### src/rtl/tdm_slot_scheduler.sv
// tdm_slot_scheduler: sequences three source streams into one time-division output, one 3-slot frame per symbol_tick
//
// Ports:
//   clk          system clock
//   rst_n        asynchronous active-low reset
//   symbol_tick  1-cycle frame-start strobe
//   mode         slot pattern: 0,1 = S1,S1,S1; 2 = S1,S2,S1; 3 = S1,S2,S3
//   slot_cycles  slot length minus one
//   ds_valid     bit k: source k+1 holds a word
//   ds1_data..ds3_data  source words
//   ds_ack       1-cycle capture pulse per source
//   out_data     scheduled word, held for the slot
//   out_sel      active source 1..3, 0 when idle
//   out_valid    slot active with a valid word
//   frame_start  pulse in the first cycle of slot 0
//   underrun     pulse: selected source empty at slot start
//   overrun      pulse: symbol_tick arrived mid-frame
module tdm_slot_scheduler #(
   parameter int                DATA_W   = 3,
   parameter logic [DATA_W-1:0] IDLE_VAL = '0
) (
   input  logic              clk,
   input  logic              rst_n,
   input  logic              symbol_tick,
   input  logic [1:0]        mode,
   input  logic [1:0]        slot_cycles,
   input  logic [2:0]        ds_valid,
   input  logic [DATA_W-1:0] ds1_data,
   input  logic [DATA_W-1:0] ds2_data,
   input  logic [DATA_W-1:0] ds3_data,
   output logic [2:0]        ds_ack,
   output logic [DATA_W-1:0] out_data,
   output logic [1:0]        out_sel,
   output logic              out_valid,
   output logic              frame_start,
   output logic              underrun,
   output logic              overrun
);
   localparam logic [0:0] IDLE = 1'b0;
   localparam logic [0:0] RUN  = 1'b1;
   logic [0:0]        state;
   logic [1:0]        cyc_cnt, slot_idx, mode_q, sc_q;
   logic              wrap, last, start, src_valid;
   logic [1:0]        nslot, nmode, src;
   logic [DATA_W-1:0] src_data;
   // A tick restarts at slot 0 with the incoming config; otherwise the next slot uses the latched config.
   always_comb begin
      wrap      = state == RUN && cyc_cnt == sc_q;
      last      = wrap && slot_idx == 2'd2;
      start     = symbol_tick || (wrap && !last);
      nslot     = symbol_tick ? 2'd0 : slot_idx + 2'd1;
      nmode     = symbol_tick ? mode : mode_q;
      src       = nslot == 2'd0 ? 2'd1 : nslot == 2'd1 ? (nmode[1] ? 2'd2 : 2'd1) : (nmode == 2'd3 ? 2'd3 : 2'd1);
      src_valid = ds_valid[src - 2'd1];
      src_data  = src == 2'd1 ? ds1_data : src == 2'd2 ? ds2_data : ds3_data;
   end
   always_ff @(posedge clk or negedge rst_n) begin
      if (!rst_n) begin
         state       <= IDLE;
         cyc_cnt     <= '0;
         slot_idx    <= '0;
         mode_q      <= '0;
         sc_q        <= '0;
         out_data    <= IDLE_VAL;
         out_sel     <= '0;
         out_valid   <= 1'b0;
         ds_ack      <= '0;
         frame_start <= 1'b0;
         underrun    <= 1'b0;
         overrun     <= 1'b0;
      end else begin
         frame_start <= symbol_tick;
         // A tick on the frame's final cycle is a seamless restart, not an overrun.
         overrun     <= symbol_tick && state == RUN && !last;
         ds_ack      <= '0;
         underrun    <= 1'b0;
         if (symbol_tick) begin
            state  <= RUN;
            mode_q <= mode;
            sc_q   <= slot_cycles;
         end
         if (start) begin
            cyc_cnt   <= '0;
            slot_idx  <= nslot;
            out_sel   <= src;
            out_valid <= src_valid;
            out_data  <= src_valid ? src_data : IDLE_VAL;
            ds_ack    <= src_valid ? 3'b001 << (src - 2'd1) : 3'b000;
            underrun  <= !src_valid;
         end else if (last) begin
            state     <= IDLE;
            cyc_cnt   <= '0;
            slot_idx  <= '0;
            out_sel   <= '0;
            out_valid <= 1'b0;
            out_data  <= IDLE_VAL;
         end else if (state == RUN) begin
            cyc_cnt <= cyc_cnt + 2'd1;
         end
      end
   end
endmodule

### config.mk
export PLATFORM = sky130hd
export DESIGN_NAME = tdm_slot_scheduler
export DESIGN_NICKNAME = d
export VERILOG_FILES = /design/src/rtl/tdm_slot_scheduler.sv
export SDC_FILE = /design/constraint.sdc
export NUM_CORES = 1
export LEC_CHECK = 0
export ABC_AREA = 0
export BUFFER_PORTS_ARGS = -buffer_cell sky130_fd_sc_hd__buf_2
export CORE_MARGIN = 5
export CORE_UTILIZATION = 54
export DETAILED_ROUTE_END_ITERATION = 10
export PLACE_DENSITY_LB_ADDON = 0.2
export SLEW_MARGIN = 10
export SYNTH_ARGS = -nofsm -noshare
export SYNTH_HDL_FRONTEND = slang
export SYNTH_SLANG_ARGS = --single-unit
### constraint.sdc
create_clock -name clk -period 4.62 [get_ports clk]
set_input_delay 0.924 -clock clk [delete_from_list [all_inputs] [get_ports clk]]
set_output_delay 0.924 -clock clk [all_outputs]
set_load 0.005 [all_outputs]
# [Word-level counts from Yosys, hierarchy flattened]
# Cells that the tools add are included.
[word_totals] word_cells=61 out_inout_bits=12 ff_bits=21 input_bits=19
[classes] n_eq_ne=6 shifts=1 n_lt_le_gt_ge=1 muxes=27 n_addsub=3 n_reduce_logical=11
[op_table] cell="2-bit two-way mux" n=12
[op_table] cell="3-bit two-way mux" n=7
[op_table] cell="1-bit two-way mux" n=7
[op_table] cell="2-bit == test (second input constant)" n=3
[op_table] cell="1-bit logical AND" n=5
[op_table] cell="2-bit by 1-bit adder with 2-bit output (second input constant)" n=2
[op_table] cell="2-bit by 1-bit == test with 1-bit output (second input constant)" n=2
[op_table] cell="2-bit by 3-bit less-than comparator with 1-bit output (second input constant)" n=1
[op_table] cell="3-bit nonzero test" n=1
[op_table] cell="1-bit by 2-bit left shift with 3-bit output (first input constant)" n=1
[op_table] cell="1-bit binary-select mux with 2-bit select" n=1
[op_table] cell="2-bit == test" n=1
[op_table] cell="1-bit zero test" n=2
[op_table] cell="2-bit zero test" n=1
[op_table] cell="2-bit nonzero test" n=1
[op_table] cell="2-bit by 1-bit subtractor with 2-bit output (second input constant)" n=1
[op_table] cell="1-bit logical OR" n=1

# [Depth between registers and ports, before layout]
# Gate-level depths: netlist of run 1.
[depth] depth_word=10 mapped_depth=9 ltp_nobuf=9

# [Least setup slack after synthesis of run 1]
# Ideal clock, no wire load.
[synth_path] path_type="input -> register" from="input symbol_tick" to="register out_data[0]" path_buffers=0 required_ns=4.476 cell_stages=6 arrival_ns=2.508 setup_slack_ns=1.968 setup_time_ns=0.144 cell_sequence="nor4bb_4 inv_1 ha_1 mux2_2 mux2i_1 o32ai_1"
[synth_via] elab_chain_cells=10 elab_cells_between_ends=20 classes_between="1 x add/sub; 4 x eq/ne; 12 x mux; 3 x reduce/logical"
[synth_lines] element="start: declaration" line_no="24" text="input logic symbol_tick,"
[synth_lines] element="2-bit two-way mux"
[synth_lines] element="2-bit == test" line_no="53" text="src = nslot == 2'd0 ? 2'd1 : nslot == 2'd1 ? (nmode[1] ? 2'd2 : 2'd1) : (nmode == 2'd3 ? 2'd3 : 2'd1);"
[synth_lines] element="2-bit two-way mux (3 in series)" line_no="53"
[synth_lines] element="2-bit by 1-bit subtractor with 2-bit output or 2-bit == test (tied branches)" line_no="54, 55"
[synth_lines] element="1-bit binary-select mux with 2-bit select or 3-bit two-way mux (tied branches)" line_no="54, 55"
[synth_lines] element="1-bit two-way mux (not written as such) or 3-bit two-way mux (tied branches)" line_no="54, 55"
[synth_lines] element="3-bit two-way mux" line_no="87" text="out_data <= src_valid ? src_data : IDLE_VAL;"
[synth_lines] element="3-bit two-way mux" line_no="82" text="if (start) begin"
[synth_lines] element="end signal: assignment" line_no="87"
[synth_lines] element="end: declaration" line_no="32" text="output logic [DATA_W-1:0] out_data,"
# Parallel ways exist; a longest one is shown, timed or not. The select of a mux whose other input is x is not followed.
# A chain may end at the register's enable or synchronous reset.

# [Worst setup path after layout of run 1]
[layout_path] from="input symbol_tick" to="register out_data[2]"
# The elaborated chain is that of the path after synthesis.

==> flow_metrics.py, run 1 <==
metrics = {
    "run_status": {
        "status": "complete, no violations",
    },
    "detailed_routing": {
        "drt_iter0_markers": 20,
        "vias": 799,
        "drc": 0,
        "drtAntennaViolNets": 0,
        "drt_pass1_iterations": 4,
        "routedWlPerCell_um": 14.8,
        "via_per_inst": 5.44,
        "finalWirelength_um": 2180,
    },
    "sta": {
        "hold_violations": 0,
        "period_needed_ns": 2.84,
        "tns_ns": 0,
        "relSlewSlack_pct": 57.4,
        "skew_ns": 0.0134,
        "clock.fmax_mhz": 353,
        "maxSlewViolCount": 0,
        "finalCritPeriodShare_pct": 61.4,
        "setup_viol": 0,
        "timing.hold.ws_ns": 0.498,
        "tightest_slew_ns": 0.622,
        "rsz0062_at_grt": "no",
    },
    "floorplan": {
        "boundaryPins": 31,
        "rows": 16,
        "start_util_pct": 55.3,
        "die_h_um": 54.4,
        "die_w_um": 54.4,
        "die_area_mm2": 0.00296,
        "core_area_mm2": 0.00192,
    },
    "synth": {
        "ys_ff_latch": 21,
        "avgSynthCellArea_um2": 12.1,
        "synth-seq-area-share_pct": 49.4,
        "synth_fp_nets": 112,
        "yosysWarnings": 0,
        "netlist_area_mm2": 0.00106,
        "synthCells": 88,
        "synthDistinctLibCells": 28,
    },
    "global_routing": {
        "grt_overflow": 0,
        "grt_pass1_wl_um": 3330,
        "antenna_found_initial": 0,
        "grt_max_degree": 22,
        "grt_pass1_vias": 769,
        "gr-usage-all-layers_pct": 16.2,
    },
    "clocking": {
        "cts_setup_buffers": 0,
        "cts_buffer_depth": 2,
        "numCtsBuffers": 3,
        "ctsResizeCount": 0,
        "clkSlewWorstSetupHoldPaths_ns": 0.12,
        "cts.sinks": 21,
        "ctsHoldBuffers": 0,
        "h-tree-depth": 1,
        "clockRootBuffer": "clkbuf_4",
        "clock_latency_ns": 0.31,
        "cts_tree": "built",
    },
    "worst_setup_path": {
        "r2r-start": "slot_idx[0]",
        "r2r_slack_ns": 1.80,
        "critPathKind": "input pin to register",
        "cp-start-kind": "input pin",
        "cp_top_family": "multiplexers",
        "cp.arrival_ns": 3.00,
        "cp_data_required_time_ns": 4.79,
        "r2r-end": "out_data[2]",
        "slowest_stage": "mux2i_1",
        "critPathMaxFanout": 14,
        "worst-r2r-cell-count": 8,
        "path_cells": "buf_2, nor4bb_4, inv_1, ha_1, mux2_2, mux2i_1, o32ai_1",
        "crit_path_max_incr_delay_ns": 0.48,
        "path_buf_inv": 2,
        "critical_path.endpoint_type": "register",
    },
    "layout": {
        "area.sequential_um2": 526,
        "area_growth_syn_to_layout_pct": 18.4,
        "multi_input_comb_area_um2": 493,
        "drive_gt1_share_pct": 36.7,
        "n_antenna_cell": 0,
        "n_fill_cell": 176,
        "fin_util_pct": 65.5,
        "final_net_count": 145,
    },
    "hold_path": {
        "worst_hold_path_type": "register to register",
        "hold-path-endpoint": "out_sel[1]",
        "min_from": "out_sel[1]",
        "hold-path-cell-count": 1,
    },
    "placement": {
        "portBuffers": 30,
        "gp_congestion": 0.755,
        "hpwl_um": 1640,
    },
    "power_and_ir_drop": {
        "switching_share_pct": 34.4,
        "p_switching_w": 0.000183,
        "p_per_area_mw_per_mm2": 422,
        "power_frac_comb_pct": 36.4,
        "seqPwrFrac_pct": 46.9,
        "peakVddDrop_mv": 0.270,
        "p_int_w": 0.000348,
        "clkPwrFrac_pct": 16.7,
        "p_leak_nw": 0.615,
    },
    "flow_run": {
        "max-cap-violations": 0,
    },
}
## flip-flops by register name (all words and copies together), names as in the netlist
| signal | flops |
|---|---|
| out_sel | 2 |
| cyc_cnt | 2 |
| state | 1 |
| out_valid | 1 |
| out_data | 3 |
| underrun | 1 |
| slot_idx | 2 |
| mode_q | 2 |
| overrun | 1 |
| sc_q | 2 |
| frame_start | 1 |
| ds_ack | 3 |
## routing by layer
| metal | GRT usage (%) | wire (µm) | vias to the layer above |
|---|---|---|---|
| li1 | - | - | 383 |
| met1 | 17.5 | 852 | 372 |
| met2 | 28.7 | 1070 | 38 |
| met3 | 3.81 | 197 | 6 |
| met4 | 9.13 | 62 | 0 |
| met5 | 0 | 0 | - |
## layout make-up
class                      count  area share, %
inverter                       8           2.39
clock buffer                   4           2.09
tap                           27           2.68
multi-input combinational     57           39.2
timing repair buffer          30           11.9
sequential                    21           41.7
## through the flow
stage / setup slack, ns / instances / total power (W) / cell area (µm²)
5_1_grt: 1.63 / 147 / 0.000567 / 1260
4_1_cts: 1.80 / 147 / 0.000533 / 1260
6_report: 1.78 / 147 / 0.000531 / 1260
3_3_place_gp: 1.55 / 143 / 0.000436 / 1230
2_1_floorplan: 1.97 / 88 / 0.000382 / 1060
3_5_place_dp: 1.46 / 143 / 0.000444 / 1230
## cell usage after synthesis
library cell | instances | share of area (%)
or2_2 | 1 | 0.59
and2b_1 | 1 | 0.71
and3b_1 | 1 | 0.82
inv_2 | 1 | 0.35
buf_6 | 1 | 1.1
xnor2_1 | 2 | 1.6
o2bb2ai_1 | 3 | 2.5
mux2_2 | 8 | 8.5
clkbuf_1 | 1 | 0.35
nor2_1 | 2 | 0.71
nor2b_1 | 2 | 1.2
xor2_1 | 2 | 1.6
o41a_1 | 1 | 1.1
a31oi_1 | 2 | 1.2
nand4_1 | 2 | 1.2
and2_1 | 1 | 0.59
nor3b_1 | 3 | 2.1
o32ai_1 | 4 | 3.3
dfrtp_1 | 21 | 49
mux2i_1 | 4 | 3.8
a21oi_1 | 4 | 1.9
o31ai_1 | 3 | 2.1
a211o_1 | 1 | 0.82
o2111ai_1 | 1 | 0.82
nor4bb_4 | 1 | 2.4
inv_1 | 7 | 2.5
nand2_1 | 3 | 1.1
ha_1 | 5 | 5.9
## how the worst max path moves through the flow
stage | startpoint | end | depth (start not counted)
global route | slot_idx[0] | out_data[0] | 8
CTS | symbol_tick | out_data[2] | 7
global placement | symbol_tick | out_data[0] | 7
floorplan | symbol_tick | out_data[0] | 6
detailed placement | symbol_tick | out_valid | 7
finish | symbol_tick | out_data[2] | 7
## cells in the final DEF, fill, tap and decap left out
cell type,n
nor2b_1,2
ha_1,5
a21oi_1,4
o2bb2ai_1,3
o2111ai_1,1
nor2_1,2
and2_1,1
o32ai_1,4
a31oi_1,2
mux2i_1,4
or2_2,1
nand4_1,2
xor2_1,2
o41a_1,1
inv_2,1
nand2_1,3
dfrtp_1,21
nor4bb_4,1
nor3b_1,3
o31ai_1,3
inv_1,7
clkbuf_4,3
clkbuf_1,1
xnor2_1,2
buf_2,30
and2b_1,1
a211o_1,1
and3b_1,1
mux2_2,8
## kinds of logic (layout without fill, tap and decap cells)
family / count (synthesis) / after routing / share of synthesized area [%]
compound gates: 19 / 19 / 13.6
xor+xnor: 4 / 4 / 3.29
fa+ha+maj: 5 / 5 / 5.88
buf+inv: 10 / 42 / 4.23
flops: 21 / 21 / 49.4
mux: 12 / 12 / 12.2
simple gates: 17 / 17 / 11.3
## power groups by stage
| stage | Clock [W] | Sequential, W | Combinational [W] |
|---|---|---|---|
| 2_1_floorplan | 0 | 0.000252 | 0.000129 |
| 3_3_place_gp | 0 | 0.000250 | 0.000186 |
| 3_5_place_dp | 0 | 0.000253 | 0.000191 |
| 4_1_cts | 0.0000902 | 0.000249 | 0.000194 |
| 5_1_grt | 0.0000990 | 0.000254 | 0.000214 |
| 6_report | 0.0000885 | 0.000249 | 0.000193 |
## worst reg2reg max path, cell delays in order, from the launching register on
cell	delay [ns]
dfrtp_1	0.47
inv_1	0.08
ha_1	0.34
nor4bb_4	0.32
inv_1	0.15
ha_1	0.33
mux2_2	0.33
mux2i_1	0.48
o32ai_1	0.18
Power figures use the tool's default switching activity.
==> run 2, diff against run 1 <==
Settings changed: CORE_UTILIZATION 54 to 45.
Clock period 4.62 ns to 2.5 ns, I/O delays scaled along.
==> flow_metrics.py, run 2 (synthesized netlist as in run 1, its figures left out) <==
metrics = {
    "run_status": {
        "status": "complete, no violations",
    },
    "power_and_ir_drop": {
        "p_per_area_mw_per_mm2": 765,
        "switching_share_pct": 33.1,
        "clkPwrFrac_pct": 16.3,
        "p_switching_w": 0.000328,
        "peakVddDrop_mv": 0.529,
        "p_leak_nw": 0.639,
        "power_frac_comb_pct": 38.4,
        "p_int_w": 0.000664,
        "seqPwrFrac_pct": 45.3,
    },
    "layout": {
        "layout_common_cells": "buf_2, dfrtp_1, mux2_2",
        "drive_gt1_share_pct": 39.2,
        "n_antenna_cell": 0,
        "area_growth_syn_to_layout_pct": 22.0,
        "fin_area_mm2": 0.00130,
        "layout_commonest_cell": "buf_2",
        "reg_top3": "ds_ack x3, out_data x3",
        "final_net_count": 150,
    },
    "sta": {
        "clock.fmax_mhz": 451,
        "rsz0062_at_grt": "no",
        "finalCritPeriodShare_pct": 88.7,
        "period_needed_ns": 2.22,
        "setup_viol": 0,
        "relSlewSlack_pct": 69.9,
        "tns_ns": 0,
        "hold_violations": 0,
        "skew_ns": 0.00232,
        "tightest_slew_ns": 0.451,
        "maxSlewViolCount": 0,
    },
    "clocking": {
        "cts_setup_buffers": 0,
        "clock_latency_ns": 0.30,
        "cts.sinks": 21,
        "numCtsBuffers": 3,
        "cts_tree": "built",
        "h-tree-depth": 1,
        "ctsResizeCount": 0,
        "clkSlewWorstSetupHoldPaths_ns": 0.11,
        "cts_buffer_depth": 2,
        "ctsHoldBuffers": 0,
        "clockRootBuffer": "clkbuf_4",
    },
    "global_routing": {
        "grt_pass1_wl_um": 3500,
        "grt_overflow": 0,
        "grt_pass1_vias": 799,
        "antenna_found_initial": 0,
        "grt_max_degree": 22,
        "gr-usage-all-layers_pct": 13.2,
    },
    "detailed_routing": {
        "finalWirelength_um": 2050,
        "routed.top_layer": "met4",
        "wl_met1_um": 888,
        "routedWlPerCell_um": 13.4,
        "wl_met3_um": 177,
        "vias": 794,
        "via_per_inst": 5.19,
        "wl_met2_um": 950,
        "drt_iter0_markers": 6,
        "drtAntennaViolNets": 0,
        "drt_pass1_iterations": 4,
        "drc": 0,
    },
    "floorplan": {
        "die_area_mm2": 0.00344,
        "rows": 17,
        "start_util_pct": 47.6,
        "die_w_um": 58.6,
        "boundaryPins": 31,
        "die_h_um": 58.6,
        "core_area_mm2": 0.00223,
    },
    "worst_setup_path": {
        "critPathKind": "register to register",
        "critPathMostFrequentCell": "ha_1",
        "r2r-end": "out_data[0]",
        "crit_path_max_incr_delay_ns": 0.40,
        "cp_data_required_time_ns": 2.68,
        "path_cells": "ha_1, nor4bb_4, inv_1, ha_1, mux2_2, mux2i_1, buf_4, o32ai_1",
        "cp.arrival_ns": 2.40,
        "r2r-start": "slot_idx[1]",
        "cp-start-kind": "register",
        "worst-r2r-cell-count": 8,
        "critical_path.endpoint_type": "register",
        "r2r_slack_ns": 0.28,
        "slowest_stage": "dfrtp_1",
        "critPathMaxFanout": 8,
    },
    "placement": {
        "portBuffers": 30,
        "hpwl_um": 1630,
        "placed_area_mm2": 0.00127,
        "gp_congestion": 0.783,
    },
    "hold_path": {
        "worst_hold_path_type": "input pin to asynchronous set/reset pin",
    },
    "flow_run": {
        "max-cap-violations": 0,
    },
}
run 2: changes by cell type in the layout (fill, tap and decap cells not counted), sizes merged:
cell,before,now
buf,30,35
run 2: critical path: cells and delay by family (launching register included):
kind,cells,cell delay [ns]
fa+ha+maj,2,0.64
flops,1,0.40
compound gates,1,0.09
simple gates,1,0.23
mux,2,0.45
buf+inv,2,0.28
run 2: how the worst max path moves through the flow:
stage,start,to,slack (ns),cells past startpoint
after detailed placement,symbol_tick,out_data[0],0.28,8
after global routing,slot_idx[1],out_valid,0.15,8
final,slot_idx[1],out_data[0],0.28,8
after floorplan,slot_idx[0],out_data[0],0.05,8
after global placement,symbol_tick,out_data[2],0.32,8
after CTS,slot_idx[1],out_data[0],0.27,8
run 2: metrics by stage:
step	utilization (%)	setup slack (ns)	hold WS [ns]	power [W]	cells
4_1_cts	58.1	0.267	0.138	0.00101	153
2_1_floorplan	-	0.0503	0.204	0.000705	88
6_report	58.1	0.284	0.123	0.000992	153
3_5_place_dp	56.9	0.277	0.479	0.000844	149
5_1_grt	58.1	0.147	0.161	0.00107	153
3_3_place_gp	56.9	0.324	0.475	0.000832	149
run 2: area by class of cell:
class | count | area, µm²
Multi-Input combinational cell | 57 | 493
Fill cell | 214 | 936
Sequential cell | 21 | 526
Clock buffer | 4 | 26.3
Inverter | 8 | 30.0
Timing Repair Buffer | 35 | 188
Tap cell | 28 | 35.0
run 2: layer usage:
metal	GRT usage, %	vias up
met3	2.85	3
met2	21.9	27
met4	5.83	0
met1	16.4	371
met5	0	-
li1	-	393
run 2: power by group through the flow:
stage                     clock [W]  sequential (W)  combinational [W]
final                      0.000162        0.000449           0.000381
after detailed placement          0        0.000458           0.000386
after global placement            0        0.000454           0.000378
after CTS                  0.000168        0.000451           0.000388
after global routing       0.000182        0.000461           0.000427
after floorplan                   0        0.000466           0.000239
==> run 3, diff against run 2 <==
Settings changed: PLACE_DENSITY set to 0.83, PLACE_DENSITY_LB_ADDON 0.2 to unset, SETUP_SLACK_MARGIN set to 0.5.
==> flow_metrics.py, run 3 (synthesized netlist as in run 1, its figures left out) <==
metrics = {
    "sta": {
        "relSlewSlack_pct": 67.4,
        "setup_viol": 0,
        "maxSlewViolCount": 0,
        "fin_ws_ns": 0.349,
        "tns_ns": 0,
        "period_needed_ns": 2.15,
        "hold_violations": 0,
        "skew_ns": 0.00832,
        "finalCritPeriodShare_pct": 86.0,
        "clock.fmax_mhz": 465,
        "rsz0062_at_grt": "yes",
        "tightest_slew_ns": 0.487,
    },
    "worst_setup_path": {
        "r2r_slack_ns": 0.35,
        "r2r-end": "out_data[1]",
        "setup.worst_path.start": "slot_idx[1]",
        "cp-start-kind": "register",
        "cp-endpoint": "out_data[1]",
        "path_buf_inv": 1,
        "r2r-start": "slot_idx[1]",
        "cp.depth": 7,
        "slowest_stage": "dfrtp_1",
        "critPathMaxFanout": 8,
        "crit_path_max_incr_delay_ns": 0.43,
        "critPathKind": "register to register",
        "cp_top_family": "adder cells",
        "worst-r2r-cell-count": 7,
        "critPathMostFrequentCell": "ha_4",
        "cp.arrival_ns": 2.31,
        "path_cells": "ha_4, nor4bb_4, inv_2, ha_4, mux2_4, mux2i_4, o32ai_1",
        "cp_data_required_time_ns": 2.66,
        "critical_path.endpoint_type": "register",
    },
    "layout": {
        "area.sequential_um2": 527,
        "layout_common_cells": "buf_2, dfrtp_1, mux2_2",
        "final_net_count": 148,
        "fin_util_pct": 60.2,
        "layout_commonest_cell": "buf_2",
        "n_antenna_cell": 0,
        "multi_input_comb_area_um2": 554,
        "reg_top3": "ds_ack x3, out_data x3",
        "area_growth_syn_to_layout_pct": 26.5,
        "n_fill_cell": 183,
        "drive_gt1_share_pct": 44.7,
    },
    "detailed_routing": {
        "drtAntennaViolNets": 0,
        "finalWirelength_um": 2210,
        "drt_iter0_markers": 13,
        "routedWlPerCell_um": 14.6,
        "drc": 0,
        "vias": 801,
        "drt_pass1_iterations": 4,
        "via_per_inst": 5.30,
    },
    "placement": {
        "hpwl_um": 1630,
        "gp_congestion": 0.840,
        "portBuffers": 30,
        "place_ws_ns": 0.210,
    },
    "floorplan": {
        "die_w_um": 58.6,
        "start_util_pct": 47.6,
        "boundaryPins": 31,
        "die_area_mm2": 0.00344,
        "die_h_um": 58.6,
        "core_area_mm2": 0.00223,
        "rows": 17,
    },
    "clocking": {
        "clkSlewWorstSetupHoldPaths_ns": 0.11,
        "cts_tree": "built",
        "cts_buffer_depth": 2,
        "cts.sinks": 21,
        "numCtsBuffers": 3,
        "clock_latency_ns": 0.29,
        "clockRootBuffer": "clkbuf_4",
        "h-tree-depth": 1,
    },
    "global_routing": {
        "grt_pass1_wl_um": 3570,
        "grt_max_degree": 22,
        "antenna_found_initial": 0,
        "gr-usage-all-layers_pct": 13.1,
        "grt_overflow": 0,
        "grt_pass1_vias": 849,
    },
    "power_and_ir_drop": {
        "p_per_area_mw_per_mm2": 780,
        "peakVddDrop_mv": 0.424,
        "p_leak_nw": 0.634,
    },
    "hold_path": {
        "worst_hold_path_type": "input pin to asynchronous set/reset pin",
    },
    "run_status": {
        "status": "complete, no violations",
    },
    "flow_run": {
        "max-cap-violations": 0,
    },
}
==> run 3: cell count changes in the layout (fill, tap and decap cells not counted), moves of 2 or more <==
cell	before	now
buf_4	5	3
inv_1	7	5
ha_1	5	2
inv_2	1	3
ha_4	0	2
==> run 3: final cells by class <==
type / instances / area share (%)
clock buffers: 4 / 1.95
inverters: 8 / 2.23
multi-input cells: 57 / 41.2
flip-flops and latches: 21 / 39.2
well taps: 28 / 2.60
repair buffers: 33 / 12.8
==> run 3: stage by stage <==
step           area, µm²  power [W]  instances  hold WS, ns
2_1_floorplan       1100   0.000740         88        0.204
3_3_place_gp        1280   0.000845        145        0.472
3_5_place_dp        1280   0.000864        145        0.475
4_1_cts             1330    0.00104        151        0.140
5_1_grt             1350    0.00112        151        0.162
6_report            1350    0.00105        151        0.134
==> run 3: report_power, final <==
part	total, W	switching [W]	internal [W]	leakage, nW
sequential	0.000459	0.0000481	0.000411	0.260
combinational	0.000434	0.000217	0.000217	0.359
clock	0.000157	0.0000949	0.0000620	0.0150
==> run 3: layer usage <==
metal  track usage [%]  vias up  wire (µm)
met4              5.18        0         17
met3              1.75        2         89
met1              16.5      390        934
met2              22.5       17       1170
met5                 0        -          0
li1                  -      392          -
==> run 3: how the worst min path moves through the flow <==
stage / start / end / depth (start not counted)
final: rst_n / ds_ack[0] / 1
after global routing: rst_n / ds_ack[2] / 1
after CTS: rst_n / mode_q[0] / 1
after detailed placement: out_sel[1] / out_sel[1] / 1
after global placement: rst_n / sc_q[0] / 1
after floorplan: rst_n / cyc_cnt[0] / 0
==> run 3: repair_timing <==
item	CTS	global route
buffers inserted	2	0
pin swaps	0	1
endpoints found under the setup margin	8	8
resized for setup	2	2
hold buffers	0	0
